## src/rtl/ram_bus_bridge_pkg.sv

```systemverilog
// Shared types for the CPU/loader to on-chip RAM bridge.
package ram_bus_bridge_pkg;

  typedef enum logic [2:0] {
    IDLE,
    RD_WAIT,
    RD_CAP,
    ACK,
    RELEASE
  } state_e;

  // Loader words always fill both byte lanes.
  localparam logic [1:0] LDR_BYTEENA = 2'b11;

endpackage

```

## src/rtl/ram_bus_bridge.sv

```systemverilog
// Arbitrates CPU word/byte accesses and a streaming loader onto a single-port
// RAM with one-cycle registered read; the loader wins whenever the bridge is idle.
module ram_bus_bridge
  import ram_bus_bridge_pkg::*;
#(
  parameter int ADDR_WIDTH = 12
) (
  input  logic                  clock,
  input  logic                  reset_n,

  input  logic                  cpu_sel,
  input  logic                  cpu_rd_ena,
  input  logic                  cpu_wr_ena,
  input  logic [1:0]            cpu_byte_ena,
  input  logic [31:0]           cpu_address,
  input  logic [15:0]           cpu_wr_data,
  output logic [15:0]           cpu_rd_data,
  output logic                  cpu_data_ack,

  input  logic                  ldr_start,
  input  logic                  ldr_valid,
  input  logic [15:0]           ldr_data,
  output logic                  ldr_ready,
  output logic [ADDR_WIDTH-2:0] ldr_addr,

  output logic                  ram_wren,
  output logic [1:0]            ram_byteena,
  output logic [ADDR_WIDTH-2:0] ram_address,
  output logic [15:0]           ram_data,
  input  logic [15:0]           ram_q
);

  localparam int WAW = ADDR_WIDTH - 1;

  state_e         state;
  logic [WAW-1:0] addr_q;
  logic           idle;
  logic           cpu_req;
  logic           ldr_xfer;
  logic           cpu_take;

  // NOTE: reset_n is folded into the idle term so ldr_ready and ram_wren stay
  // low for the whole reset window, not just after the first clock edge.
  always_comb begin
    idle     = reset_n && (state == IDLE);
    cpu_req  = cpu_sel && (cpu_rd_ena || cpu_wr_ena);
    ldr_xfer = idle && ldr_valid;
    cpu_take = idle && !ldr_valid && cpu_req;
  end

  assign ldr_ready = ldr_xfer;

  // NOTE: every output gets a default before the priority chain; without it a
  // path that skips an assignment would infer a latch.
  always_comb begin
    ram_wren    = 1'b0;
    ram_byteena = cpu_byte_ena;
    ram_address = addr_q;
    ram_data    = cpu_wr_data;
    if (ldr_xfer) begin
      ram_wren    = 1'b1;
      ram_byteena = LDR_BYTEENA;
      ram_address = ldr_addr;
      ram_data    = ldr_data;
    end else if (cpu_take) begin
      ram_address = cpu_address[ADDR_WIDTH-1:1];
      ram_wren    = cpu_wr_ena;
    end
  end

  // NOTE: all state here uses non-blocking assignments so every register sees
  // the pre-edge values of the others, independent of statement order.
  always_ff @(posedge clock or negedge reset_n) begin
    if (!reset_n) begin
      state        <= IDLE;
      cpu_data_ack <= 1'b0;
      cpu_rd_data  <= '0;
      addr_q       <= '0;
      ldr_addr     <= '0;
    end else begin
      cpu_data_ack <= 1'b0;

      // A start coinciding with a transfer still writes the old address.
      if (ldr_start) begin
        ldr_addr <= '0;
      end else if (ldr_xfer) begin
        ldr_addr <= ldr_addr + WAW'(1);
      end

      case (state)
        IDLE: begin
          if (cpu_take) begin
            addr_q <= cpu_address[ADDR_WIDTH-1:1];
            if (cpu_wr_ena) begin
              state        <= ACK;
              cpu_data_ack <= 1'b1;
            end else begin
              state <= RD_WAIT;
            end
          end
        end
        RD_WAIT: begin
          cpu_rd_data  <= ram_q;
          cpu_data_ack <= 1'b1;
          state        <= RD_CAP;
        end
        RD_CAP, ACK: state <= RELEASE;
        // Hold off until the CPU drops its strobes so one request gives one ack.
        RELEASE: begin
          if (!cpu_rd_ena && !cpu_wr_ena) begin
            state <= IDLE;
          end
        end
        default: state <= IDLE;
      endcase
    end
  end

endmodule

```

## config.mk

```make
export PLATFORM = sky130hd
export DESIGN_NAME = ram_bus_bridge
export DESIGN_NICKNAME = d
export VERILOG_FILES = /design/src/rtl/ram_bus_bridge_pkg.sv /design/src/rtl/ram_bus_bridge.sv
export SDC_FILE = /design/constraint.sdc
export NUM_CORES = 1
export LEC_CHECK = 0
export CAP_MARGIN = 20
export CORE_MARGIN = 2
export CORE_UTILIZATION = 40
export CTS_CLUSTER_DIAMETER = 200
export DETAILED_ROUTE_END_ITERATION = 16
export PLACE_DENSITY = 0.87
export SKIP_CTS_REPAIR_TIMING = 1
export SYNTH_ARGS = -nofsm -noshare
export SYNTH_HDL_FRONTEND = slang
export SYNTH_SLANG_ARGS = --single-unit
```

## constraint.sdc

```tcl
create_clock -name clock -period 4 [get_ports clock]
set_input_delay 1 -clock clock [delete_from_list [all_inputs] [get_ports clock]]
set_output_delay 1 -clock clock [all_outputs]
set_load 0.01 [all_outputs]
```

==> Word-level counts from Yosys, hierarchy flattened <==
Index checks and enable logic that the tools add are counted.
{ "totals": {"regBits": 42, "in_bits": 89, "output_inout_bits": 59, "wordCells": 41} }
{ "op_classes": {"n_addsub": 1, "eq_ne": 6, "mux": 15, "reduce_logical": 14} }
{ "ops": {"columns": ["cell", "count"], "rows": [
  ["2-to-1 mux 11 bit", 4],
  ["2-to-1 mux 16 bit", 1],
  ["case mux 3 bit (4 select lines)", 1],
  ["adder 11 x 1 -> 11 bit (second input constant)", 1],
  ["equality test 3 x 2 -> 1 bit (second input constant)", 2],
  ["logical AND 1 bit", 6],
  ["2-to-1 mux 3 bit", 2],
  ["2-to-1 mux 1 bit", 4],
  ["2-to-1 mux 2 bit", 2],
  ["!= test 2 bit (second input constant)", 2],
  ["equality test 3 x 1 -> 1 bit (second input constant)", 1],
  ["equality test 3 bit (second input constant)", 1],
  ["logical NOT 1 bit", 3],
  ["logical NOT 3 bit", 1],
  ["case mux 1 bit (2 select lines)", 1],
  ["AND reduction 2 bit", 1],
  ["nonzero test 2 bit", 1],
  ["OR reduction 2 bit", 1],
  ["logical OR 1 bit", 1]
]} }

==> Depth between registers and ports, before layout <==
Gate-level depths: netlist (run 1).
{ "logic_depth": {"word_depth": 6, "mapped_depth": 5, "ltp_nobuf": 4} }

==> Worst setup path after synthesis (run 1) <==
OpenSTA, ideal clock, no wires.
{ "synth_timing": {"path_kind": "in2out", "from": "input reset_n", "to": "output ram_data[8]", "t_arrival_ps": 2248, "required_ps": 3000, "path_slack_ps": 752, "cell_stages": 4, "path_buffers": 1, "cell_sequence": "nor4b_2 > nand2_2 > buf_2 > mux2_1"} }
{ "synth_via": {"elab_chain_len": 3} }
{ "synth_rtl": {"columns": ["element", "line", "text"], "rows": [
  ["start: declaration", "ram_bus_bridge.sv:9", "input logic reset_n,"],
  ["logical AND 1 bit", "ram_bus_bridge.sv:45", "idle = reset_n && (state == IDLE);"],
  ["logical AND 1 bit", "ram_bus_bridge.sv:47", "ldr_xfer = idle && ldr_valid;"],
  ["2-to-1 mux 16 bit", "ram_bus_bridge.sv:60", "if (ldr_xfer) begin"],
  ["end: declaration", "ram_bus_bridge.sv:29", "output logic [15:0] ram_data,"]
]} }
Every way passes these cells.

==> Worst setup path in the final report (run 1) <==
{ "layout_timing": {"from": "input cpu_sel", "to": "output ram_address[9]"} }
{ "layout_via": {"elab_chain_len": 4} }
{ "layout_rtl": {"columns": ["element", "line", "text"], "rows": [
  ["start: declaration", "ram_bus_bridge.sv:11", "input logic cpu_sel,"],
  ["logical AND 1 bit", "ram_bus_bridge.sv:46", "cpu_req = cpu_sel && (cpu_rd_ena || cpu_wr_ena);"],
  ["logical AND 1 bit", "ram_bus_bridge.sv:48", "cpu_take = idle && !ldr_valid && cpu_req;"],
  ["2-to-1 mux 11 bit", null, null],
  ["2-to-1 mux 11 bit", "ram_bus_bridge.sv:60", null],
  ["end: declaration", "ram_bus_bridge.sv:28", "output logic [ADDR_WIDTH-2:0] ram_address,"]
]} }
Every way passes these cells.

==> summary.md, run 1 <==
| Metric | Value |
|---|---|
| Hold EP | cpu_rd_data[15]$_DFFE_PN0P_ |
| GPL Wtd Cong | between 0.7 and 0.8 |
| Maximum VDD drop | approximately 380 uV |
| Ant. Diodes | 0 |
| DR pass1 iterations | 4 |
| Capturing point of the worst reg2reg path | addr_q[1]$_DFFE_PN0P_ |
| Initial antenna violation count | 0 |
| R2r setup slk | 1.56 ns |
| Skew final | ~0.0063 ns |
| Die Ht | between 80 and 90 um |
| DRC | 0 |
| Worst path arrival time | about 2.8 ns |
| Post-synth EDFFs | 0 |
| Vias post-DR | roughly 2.3k |
| Starting DRC count in detailed routing | 170 |
| Worst slew pin tran | roughly 0.54 ns |
| Synthesis-to-finish area growth | 64.1% |
| # port buffers | 126 |
| Kind of end point of the critical path | output pin |
| Outcome | finished, final reports clean |
| Boundary pin count | between 100 and 150 |
| CP required | around 3.0 ns |
| Synth top area share | 45.0% |
| H-tree levels | 2 |
| Layout cells sized above 1 | roughly a fifth |
| Post-synthesis net count | 300 |
| Final setup violation count | 0 |
| CTS Sinks | 42 |
| Die X | 80.4 um |
| Pin count of the biggest net entering global routing | 43 |
| Worst slew margin | between 60% and 70% |
| Final Power | about 1.8 mW |
| Die footprint | roughly 6500 um2 |
| Ys Warns | 0 |
| Final Util | between 60 and 70% |
| Crit path top cell by count | clkdlybuf4s50_1 |
| GRT overflow | 0 |
| Critical path, cell by cell | clkdlybuf4s50_1 -> o21ai_1 -> or2_2 -> o311a_1 -> clkdlybuf4s50_1 |
| Cell with the most instances after synthesis | mux2_2 |
| Placeable Area | between 5000 and 6000 um2 |
| TritonCTS buffer count | 5 |
| PwrDens | approximately 470 nW/um2 |
| Critical-path top delay cell | clkdlybuf4s50_1 |
| Commonest cells in the netlist | mux2_2 (46), dfrtp_1 (42), nor2_1 (19), or3_1 (11) |
| Synth area leaders | dfrtp_1 (45%), mux2_2 (22%), o311a_1 (3.9%) |
| Gr usage total | between 20 and 25% |
| Main synth FF type | dfrtp_1 |
| Final nets | 431 |
| Final antenna-violating net count | 0 |
| Synth unique cells | 32 |
| Post-DP HPWL | 5.31 mm |
| First-pass GRT wire length | about 11 mm |
| Standby leakage power | 1.54 nW |
| Post-Syn Instances | between 200 and 250 |
| Routed length per instance | about 17 um |
| Final hold violation count | 0 |
| Unrepaired setup endpoints after global routing | false |
| # rows | 27 |
| Startpoint Class | primary input |
| Pins Over Slew Limit | 0 |
| Clk buf depth | 2 |
| Mean Syn Cell Area | about 11 um2 |
| Final Cycle Share | 95.5% |
| Clk root buf | clkbuf_8 |
| Initial Util | approximately two fifths |
| Achievable frequency | roughly 260 MHz |
| Asr flop ratio synth | 100% |
| Hold WC Path Type | flip-flop to flip-flop |
| Biggest cell delay along the critical path | around 0.52 ns |
| CTS tree | built |
| CTS clk-pin slew, worst paths | around 0.08 ns |
| Largest area contributor in the netlist | dfrtp_1 |
| Seq/Total Area, Yosys | 45.0% |
| Skew-Pair Late Insertion Delay | 0.30 ns |
| Worst-path fanout max | 9 |
| Maxcap violations | 0 |
| Setup TNS Final | 0 ns |
| R2R depth | 5 |
| Min-delay src | cpu_rd_data[15]$_DFFE_PN0P_ |
| Vias in the first global route | between 2k and 2.5k |
| Final min period | about 3.8 ns |
| Final WL | 6.96 mm |
| Worst hold stages | 1 |
| Synth Cell Area | approximately 2300 um2 |
| R2r startpoint | state[1]$_DFFE_PN0P_ |
| Vias per cell | 5.48 |
| Crit path kind | primary input to output pin |
| Top delay family on crit path | buffers and inverters |
| Worst Path Buf+Inv | 2 |
| Seq cells post-synth | 42 |
final cells by class:
cell class                 instances  area, um2
fill                             415       1740
multi-input combinational        151       1210
clock inverter                     2       37.5
inverter                           2       7.51
tap                               72       90.1
sequential                        42       1050
timing repair buffer             139       1370
clock buffer                       6       72.6
worst max-delay path by stage:
stage                       start              to  slack (ns)  cells after the start
final                     cpu_sel  ram_address[9]        0.18                      5
after global routing      cpu_sel  ram_address[5]        0.07                      6
after CTS                 cpu_sel  ram_address[9]        0.15                      5
after detailed placement  cpu_sel  ram_address[9]        0.15                      5
after global placement    cpu_sel  ram_address[0]        0.17                      5
after floorplan           reset_n     ram_data[8]        0.75                      4
sequential cells by signal (all words and copies together), names as in the netlist:
signal	cells
addr_q	11
cpu_data_ack	1
cpu_rd_data	16
ldr_addr	11
state	3
worst register-to-register path, stage by stage, from the launching register on:
cell and delay (ns):
dfrtp_1 0.44, or4b_4 0.53, buf_4 0.23, nor3_1 0.49
buf_4 0.29, mux2_2 0.36
through the flow:
stage	hold WS (ns)	setup WS, ns	instance area, um2	cells
3_3_place_gp	0.489	0.167	3720	406
6_report	0.514	0.179	3830	414
5_1_grt	0.537	0.0676	3830	414
2_1_floorplan	0.505	0.752	2340	210
3_5_place_dp	0.496	0.151	3720	406
4_1_cts	0.515	0.151	3830	414
where the power goes:
part           switching [mW]  internal [mW]
clock network           0.146          0.186
logic                   0.299          0.525
registers              0.0851          0.558
total                   0.531           1.27
kinds of logic after synthesis:
| family | after synthesis | synth area share [%] |
|---|---|---|
| muxes | 47 | 22.7 |
| adders and majority gates | 1 | 0.536 |
| DFF | 42 | 45.0 |
| buffers and inverters | 17 | 3.54 |
| AOI/OAI and AO/OA | 42 | 13.8 |
| and+or+nand+nor | 61 | 14.5 |
metal layers:
layer  global-route usage, %  vias up  wire length (um)
met2                    39.2      138              3290
met4                    6.10        0                91
met5                       0        -                 0
met1                    22.3     1063              2510
li1                        -     1057                 -
met3                    10.7       12              1060
placed cells by master (no fill, tap or decap), drive strengths merged:
cell | synthesis | layout
nor4 | 2 | 2
buf | 7 | 14
o2bb2ai | 2 | 2
clkdlybuf4s50 | 0 | 125
or4b | 1 | 1
clkbuf | 8 | 6
a2bb2oi | 9 | 9
nor3 | 4 | 4
or3 | 11 | 11
o31ai | 4 | 4
nor4b | 1 | 1
nor2b | 3 | 3
o311a | 9 | 9
nor3b | 1 | 1
clkinvlp | 0 | 1
or4 | 4 | 4
a21oi | 9 | 9
mux2 | 47 | 47
or2 | 1 | 1
ha | 1 | 1
nand2 | 5 | 5
o21ai | 5 | 5
a41o | 2 | 2
a211oi | 2 | 2
inv | 2 | 2
bufinv | 0 | 1
nand4 | 5 | 5
dfrtp | 42 | 42
nor2 | 19 | 19
nand2b | 2 | 2
nand3 | 2 | 2
Power figures use the tool's default switching activity.
==> run 2: changes to the inputs <==
- REMOVE_ABC_BUFFERS: unset -> 1
==> run 2 against run 1 <==
Compared with the run above:
- clock skew barely moved
- setup slack got worse by 0.064 ns
- final cell count shrank 0.24%
- non-clock buffer count is the same
- sequential cell count is the same
- via count grew 0.48%
- global-route usage increased by 1.4 points
- count of clock-buffer cells in the layout unchanged
- core utilization decreased by 0.31 points
- critical path type unchanged
- largest cell class unchanged
==> summary.md, run 2 (synthesis results as in run 1) <==
| Metric | Value |
|---|---|
| Met3 WL | 852 um (-20%) |
| DR pass1 iterations | 4 (unchanged) |
| Hold slack | 0.512 ns (-0.00176 ns) |
| Vias in the first global route | 2423 (+3.6%) |
| Unrepaired setup endpoints after global routing | false |
| # port buffers | 126 (unchanged) |
| Startpoint Class | primary input |
| Final min period | 3.89 ns (+0.0643 ns) |
| Achievable frequency | 257 MHz (-1.7%) |
| Gr usage total | 23.2% (+1.4 points) |
| # rows | 27 (unchanged) |
| Biggest cell delay along the critical path | 0.53 ns (about the same) |
| Outcome | finished, final reports clean |
| Synthesis-to-finish area growth | 63.3% |
| Worst slew pin tran | 0.506 ns (-0.0370 ns) |
| Vias per cell | 5.52 (+0.73%) |
| Pin count of the biggest net entering global routing | 36 (-16%) |
| GPL Wtd Cong | 0.782 (+4.9%) |
| Final Power | 1.73 mW (-3.7%) |
| Initial Util | 41.9% (unchanged) |
| CP Depth | 5 (unchanged) |
| Final Cycle Share | 97.1% (+1.6 points) |
| Most flops, register | cpu_rd_data |
| Skew-Pair Late Insertion Delay | 0.29 ns (about the same) |
| Final nets | 431 (unchanged) |
| Met2 wire length | 3.49 mm (+6.0%) |
| Clk root buf | clkbuf_8 |
| Crit path top cell by count | clkdlybuf4s50_1 |
| Maximum VDD drop | 365 uV (-4.1%) |
| Most common cell after layout, fill and taps aside | clkdlybuf4s50_1 |
| Boundary pin count | 148 (unchanged) |
| H-tree levels | 2 (unchanged) |
| GRT overflow | 0 (unchanged) |
| Ant. Diodes | 0 (unchanged) |
| Worst-path fanout max | 9 (unchanged) |
| Top Registers | cpu_rd_data: 16 flops, addr_q: 11 flops, ldr_addr: 11 flops |
| Wire length on met1 | 2.72 mm (+8.4%) |
| Uppermost routed layer | met4 |
| Routed length per instance | 17.3 um (+2.7%) |
| PwrDens | 454 nW/um2 (-3.3%) |
| Initial antenna violation count | 0 (unchanged) |
| Maxcap violations | 0 (unchanged) |
| Final antenna-violating net count | 0 (unchanged) |
| Hold WC Path Type | flip-flop to flip-flop |
| TritonCTS buffer count | 5 (unchanged) |
| Final setup violation count | 0 (unchanged) |
| Post-DP HPWL | 5.51 mm (+3.8%) |
| Worst slew margin | 66.1% (+2.6 points) |
| Layout cells sized above 1 | 20.8% (-0.23 points) |
| DRC | 0 (unchanged) |
| Skew final | 0.00597 ns (-0.000292 ns) |
| R2R depth | 5 (unchanged) |
| Top delay family on crit path | buffers and inverters |
| Critical path, cell by cell | clkdlybuf4s50_1 -> o21ai_1 -> or2_2 -> o311a_1 -> clkdlybuf4s50_1 |
| Die Ht | 80.4 um (unchanged) |
| Most frequent cells in the layout | clkdlybuf4s50_1 (125), mux2_2 (46), dfrtp_1 (42), nor2_1 (19) |
| Largest register FFs | 16 (unchanged) |
| Number of fill cells | 428 (+3.1%) |
| Worst Path Buf+Inv | 2 (unchanged) |
| CTS Sinks | 42 (unchanged) |
| Placeable Area | 5570 um2 (unchanged) |
| Worst hold stages | 1 (unchanged) |
| Die footprint | 6470 um2 (unchanged) |
| Critical-path top delay cell | clkdlybuf4s50_1 |
| Kind of end point of the critical path | output pin |
| Vias post-DR | 2281 (+0.48%) |
| Final WL | 7.13 mm (+2.5%) |
| Standby leakage power | 1.54 nW (-0.60%) |
| CP required | 3.00 ns (about the same) |
| Clk buf depth | 2 (unchanged) |
| Die X | 80.4 um (unchanged) |
| Final hold violation count | 0 (unchanged) |
| Worst path arrival time | 2.89 ns (+0.07 ns) |
| First-pass GRT wire length | 11.6 mm (+7.0%) |
| Setup TNS Final | 0 ns (unchanged) |
| Starting DRC count in detailed routing | 153 (-10%) |
| Crit path kind | primary input to output pin |
| Pins Over Slew Limit | 0 (unchanged) |
| CTS tree | built |
| CTS clk-pin slew, worst paths | 0.08 ns (about the same) |
run 2: metal layers:
layer  GRT usage, %  up-vias
met2           41.7      117
met5              0        -
met4           5.08        0
met3           9.10        9
met1           25.8     1101
li1               -     1054
run 2: final cells by class:
type	count	area, um2	area share, %
tap	72	90.1	2.36
clock inverter	1	7.51	0.197
inverter	2	7.51	0.197
timing repair buffer	139	1380	36.1
clock buffer	6	72.6	1.90
multi-input combinational	151	1210	31.6
sequential	42	1050	27.6
run 2: per-stage QoR:
stage / instances / worst slack, ns / cell area (um2) / utilization (%)
final: 413 / 0.115 / 3810 / 68.4
after CTS: 413 / 0.0566 / 3810 / 68.4
after global placement: 406 / 0.0741 / 3730 / 67.0
after floorplan: 195 / 0.345 / 2260 / -
after detailed placement: 406 / 0.0626 / 3730 / 67.0
after global routing: 413 / 0.0397 / 3810 / 68.4
run 2: power by group:
| group | internal, mW | switching (mW) | leakage (nW) |
|---|---|---|---|
| clock | 0.120 | 0.144 | 0.0373 |
| combinational | 0.525 | 0.302 | 0.968 |
| sequential | 0.558 | 0.0842 | 0.530 |
run 2: path summary, 6_finish.rpt:
kind	start	slack, ns	end
max	cpu_sel	0.11	ram_address[4]
min	cpu_rd_data[3]$_DFFE_PN0P_	0.51	cpu_rd_data[3]$_DFFE_PN0P_
max reg2reg	state[1]$_DFFE_PN0P_	1.85	addr_q[3]$_DFFE_PN0P_
min reg2reg	cpu_rd_data[3]$_DFFE_PN0P_	0.51	cpu_rd_data[3]$_DFFE_PN0P_
max in group asynchronous	reset_n	2.89	cpu_rd_data[2]$_DFFE_PN0P_
min in group asynchronous	reset_n	0.66	state[0]$_DFFE_PN0P_
==> run 3: changes to the inputs <==
- CORE_ASPECT_RATIO: unset -> 0.8
==> run 3 against run 2 <==
Compared with the run above:
- sequential power hardly changed
- via count is 2.0% lower
- setup slack better by 0.017 ns
- fmax increased by 0.43%
- critical path depth stayed put
- core utilization up 0.32 points
- first-iteration DRC count decreased by 12%
- hold slack got worse by 0.0056 ns
- count of clock-buffer cells in the layout unchanged
==> summary.md, run 3 (synthesis results as in run 1) <==
| Metric | Value |
|---|---|
| Outcome | finished, final reports clean |
| TritonCTS buffer count | 5 (unchanged) |
| Unrepaired setup endpoints after global routing | false |
| Largest register FFs | 16 (unchanged) |
| PwrDens | 456 nW/um2 (+0.28%) |
| Crit path top cell by count | clkdlybuf4s50_1 |
| Most frequent cells in the layout | clkdlybuf4s50_1 (125), mux2_2 (46), dfrtp_1 (42), nor2_1 (19), buf_4 (13) |
| Worst slew margin | 63.9% (-2.3 points) |
| Standby leakage power | 1.54 nW (+0.42%) |
| Final hold violation count | 0 (unchanged) |
| Initial Util | 42.0% (+0.14 points) |
| Post-route cell area | 3820 um2 (+0.13%) |
| Placeable Area | 5560 um2 (-0.34%) |
| Final Non-Filler Cells | 419 (+1.5%) |
| Maximum VDD drop | 370 uV (+1.3%) |
| CTS Sinks | 42 (unchanged) |
| Final setup violation count | 0 (unchanged) |
| Cells after DPL | 413 (+1.7%) |
| Placed standard-cell area | 3740 um2 (about the same) |
| Routed length per instance | 17.2 um (-0.22%) |
| Final Power | 1.74 mW (+0.41%) |
| Critical path, cell by cell | clkdlybuf4s50_1 -> o21ai_0 -> or2_2 -> o311a_1 -> clkdlybuf4s50_1 |
| CP required | 3.00 ns (about the same) |
| Worst slew pin tran | 0.542 ns (+0.0354 ns) |
| Worst-path fanout max | 9 (unchanged) |
| Synthesis-to-finish area growth | 63.5% |
| Initial antenna violation count | 0 (unchanged) |
| Most flops, register | cpu_rd_data |
| DRC | 0 (unchanged) |
| Achievable frequency | 258 MHz (+0.43%) |
| Clk buf depth | 2 (unchanged) |
| Final WL | 7.22 mm (+1.2%) |
| Final Cycle Share | 96.7% (-0.42 points) |
| Top Registers | cpu_rd_data: 16 flops, addr_q: 11 flops, ldr_addr: 11 flops |
| Biggest cell delay along the critical path | 0.52 ns (about the same) |
| Boundary pin count | 148 (unchanged) |
| Crit path kind | primary input to output pin |
| CTS tree | built |
| Skew-Pair Late Insertion Delay | 0.30 ns (about the same) |
| Die X | 89.4 um (+11%) |
| GPL Wtd Cong | 0.771 (-1.4%) |
| Maxcap violations | 0 (unchanged) |
| Vias per cell | 5.34 (-3.4%) |
| Hold slack | 0.506 ns (-0.00555 ns) |
| First-pass GRT wire length | 11.0 mm (-5.1%) |
| Hold WC Path Type | flip-flop to flip-flop |
| Skew final | 0.00584 ns (-0.000139 ns) |
| Number of fill cells | 450 (+5.1%) |
| Startpoint Class | primary input |
| Starting DRC count in detailed routing | 135 (-12%) |
| Final nets | 432 (+0.23%) |
| Most common cell after layout, fill and taps aside | clkdlybuf4s50_1 |
| Die Ht | 72.4 um (-10%) |
| Vias in the first global route | 2267 (-6.4%) |
| Pins Over Slew Limit | 0 (unchanged) |
| Final antenna-violating net count | 0 (unchanged) |
| Pin count of the biggest net entering global routing | 43 (+19%) |
| R2r setup slk | 1.83 ns (-0.02 ns) |
| Kind of end point of the critical path | output pin |
| # rows | 24 (-11%) |
| Die footprint | 6470 um2 (about the same) |
| GRT overflow | 0 (unchanged) |
| DR pass1 iterations | 4 (unchanged) |
| H-tree levels | 2 (unchanged) |
| Critical-path top delay cell | clkdlybuf4s50_1 |
| # port buffers | 126 (unchanged) |
| Clk root buf | clkbuf_8 |
| Layout cells sized above 1 | 21.1% (+0.29 points) |
| Post-DP HPWL | 5.69 mm (+3.3%) |
| Worst path arrival time | 2.87 ns (-0.02 ns) |
| Gr usage total | 22.3% (-0.96 points) |
| Setup TNS Final | 0 ns (unchanged) |
| Final min period | 3.87 ns (-0.0168 ns) |
| CTS clk-pin slew, worst paths | 0.07 ns (about the same) |
| Ant. Diodes | 0 (unchanged) |
| Vias post-DR | 2236 (-2.0%) |
run 3: cell count changes in the layout (fill, tap and decap cells not counted):
cell / change
buf_12: -1
buf_4: +2
clkbuf_1: -1
clkbuf_8: +1
clkinvlp_4: -1
o21ai_0: +1
o21ai_1: -1
run 3: path summary, 6_finish.rpt:
path | startpoint | end | cells after the start
setup reg to reg | state[1]$_DFFE_PN0P_ | addr_q[2]$_DFFE_PN0P_ | 5
min in group asynchronous | reset_n | state[1]$_DFFE_PN0P_ | 2
setup / recovery | cpu_sel | ram_address[1] | 5
hold reg to reg | cpu_rd_data[15]$_DFFE_PN0P_ | cpu_rd_data[15]$_DFFE_PN0P_ | 1
max in group asynchronous | reset_n | cpu_rd_data[9]$_DFFE_PN0P_ | 2
hold / removal | cpu_rd_data[15]$_DFFE_PN0P_ | cpu_rd_data[15]$_DFFE_PN0P_ | 1
run 3: area by class of cell:
cell class / instances / area, um2 / area share (%)
Clock buffer: 6 / 82.6 / 2.16
Inverter: 2 / 7.51 / 0.197
Multi-Input combinational cell: 151 / 1210 / 31.6
Sequential cell: 42 / 1050 / 27.5
Tap cell: 78 / 97.6 / 2.55
Timing Repair Buffer: 140 / 1370 / 36.0
run 3: power by group:
group          leakage [nW]  internal (mW)  switching (mW)  total (mW)
combinational         0.969          0.526           0.301       0.827
clock                0.0431          0.133           0.138       0.272
sequential            0.530          0.559          0.0840       0.643
run 3: per-layer routing:
| layer | up-vias | share of wire, % | routed length, um | global-route usage, % |
|---|---|---|---|---|
| met2 | 94 | 51 | 3710 | 40.3 |
| met3 | 9 | 8.6 | 622 | 5.01 |
| met5 | - | 0 | 0 | 0 |
| met1 | 1076 | 39 | 2810 | 26.2 |
| li1 | 1057 | - | - | - |
| met4 | 0 | 0.97 | 70 | 6.47 |
run 3: metrics by stage:
stage / worst slack (ns) / util (%)
global placement: 0.138 / 67.3
detailed placement: 0.137 / 67.3
CTS: 0.124 / 68.8
finish: 0.131 / 68.8
floorplan: 0.345 / -
global route: 0.0577 / 68.8
run 3: critical path, delay by kind of cell:
family | cells | cell delay (ns)
buf+inv | 2 | 1.02
simple gates | 1 | 0.40
compound gates | 2 | 0.44
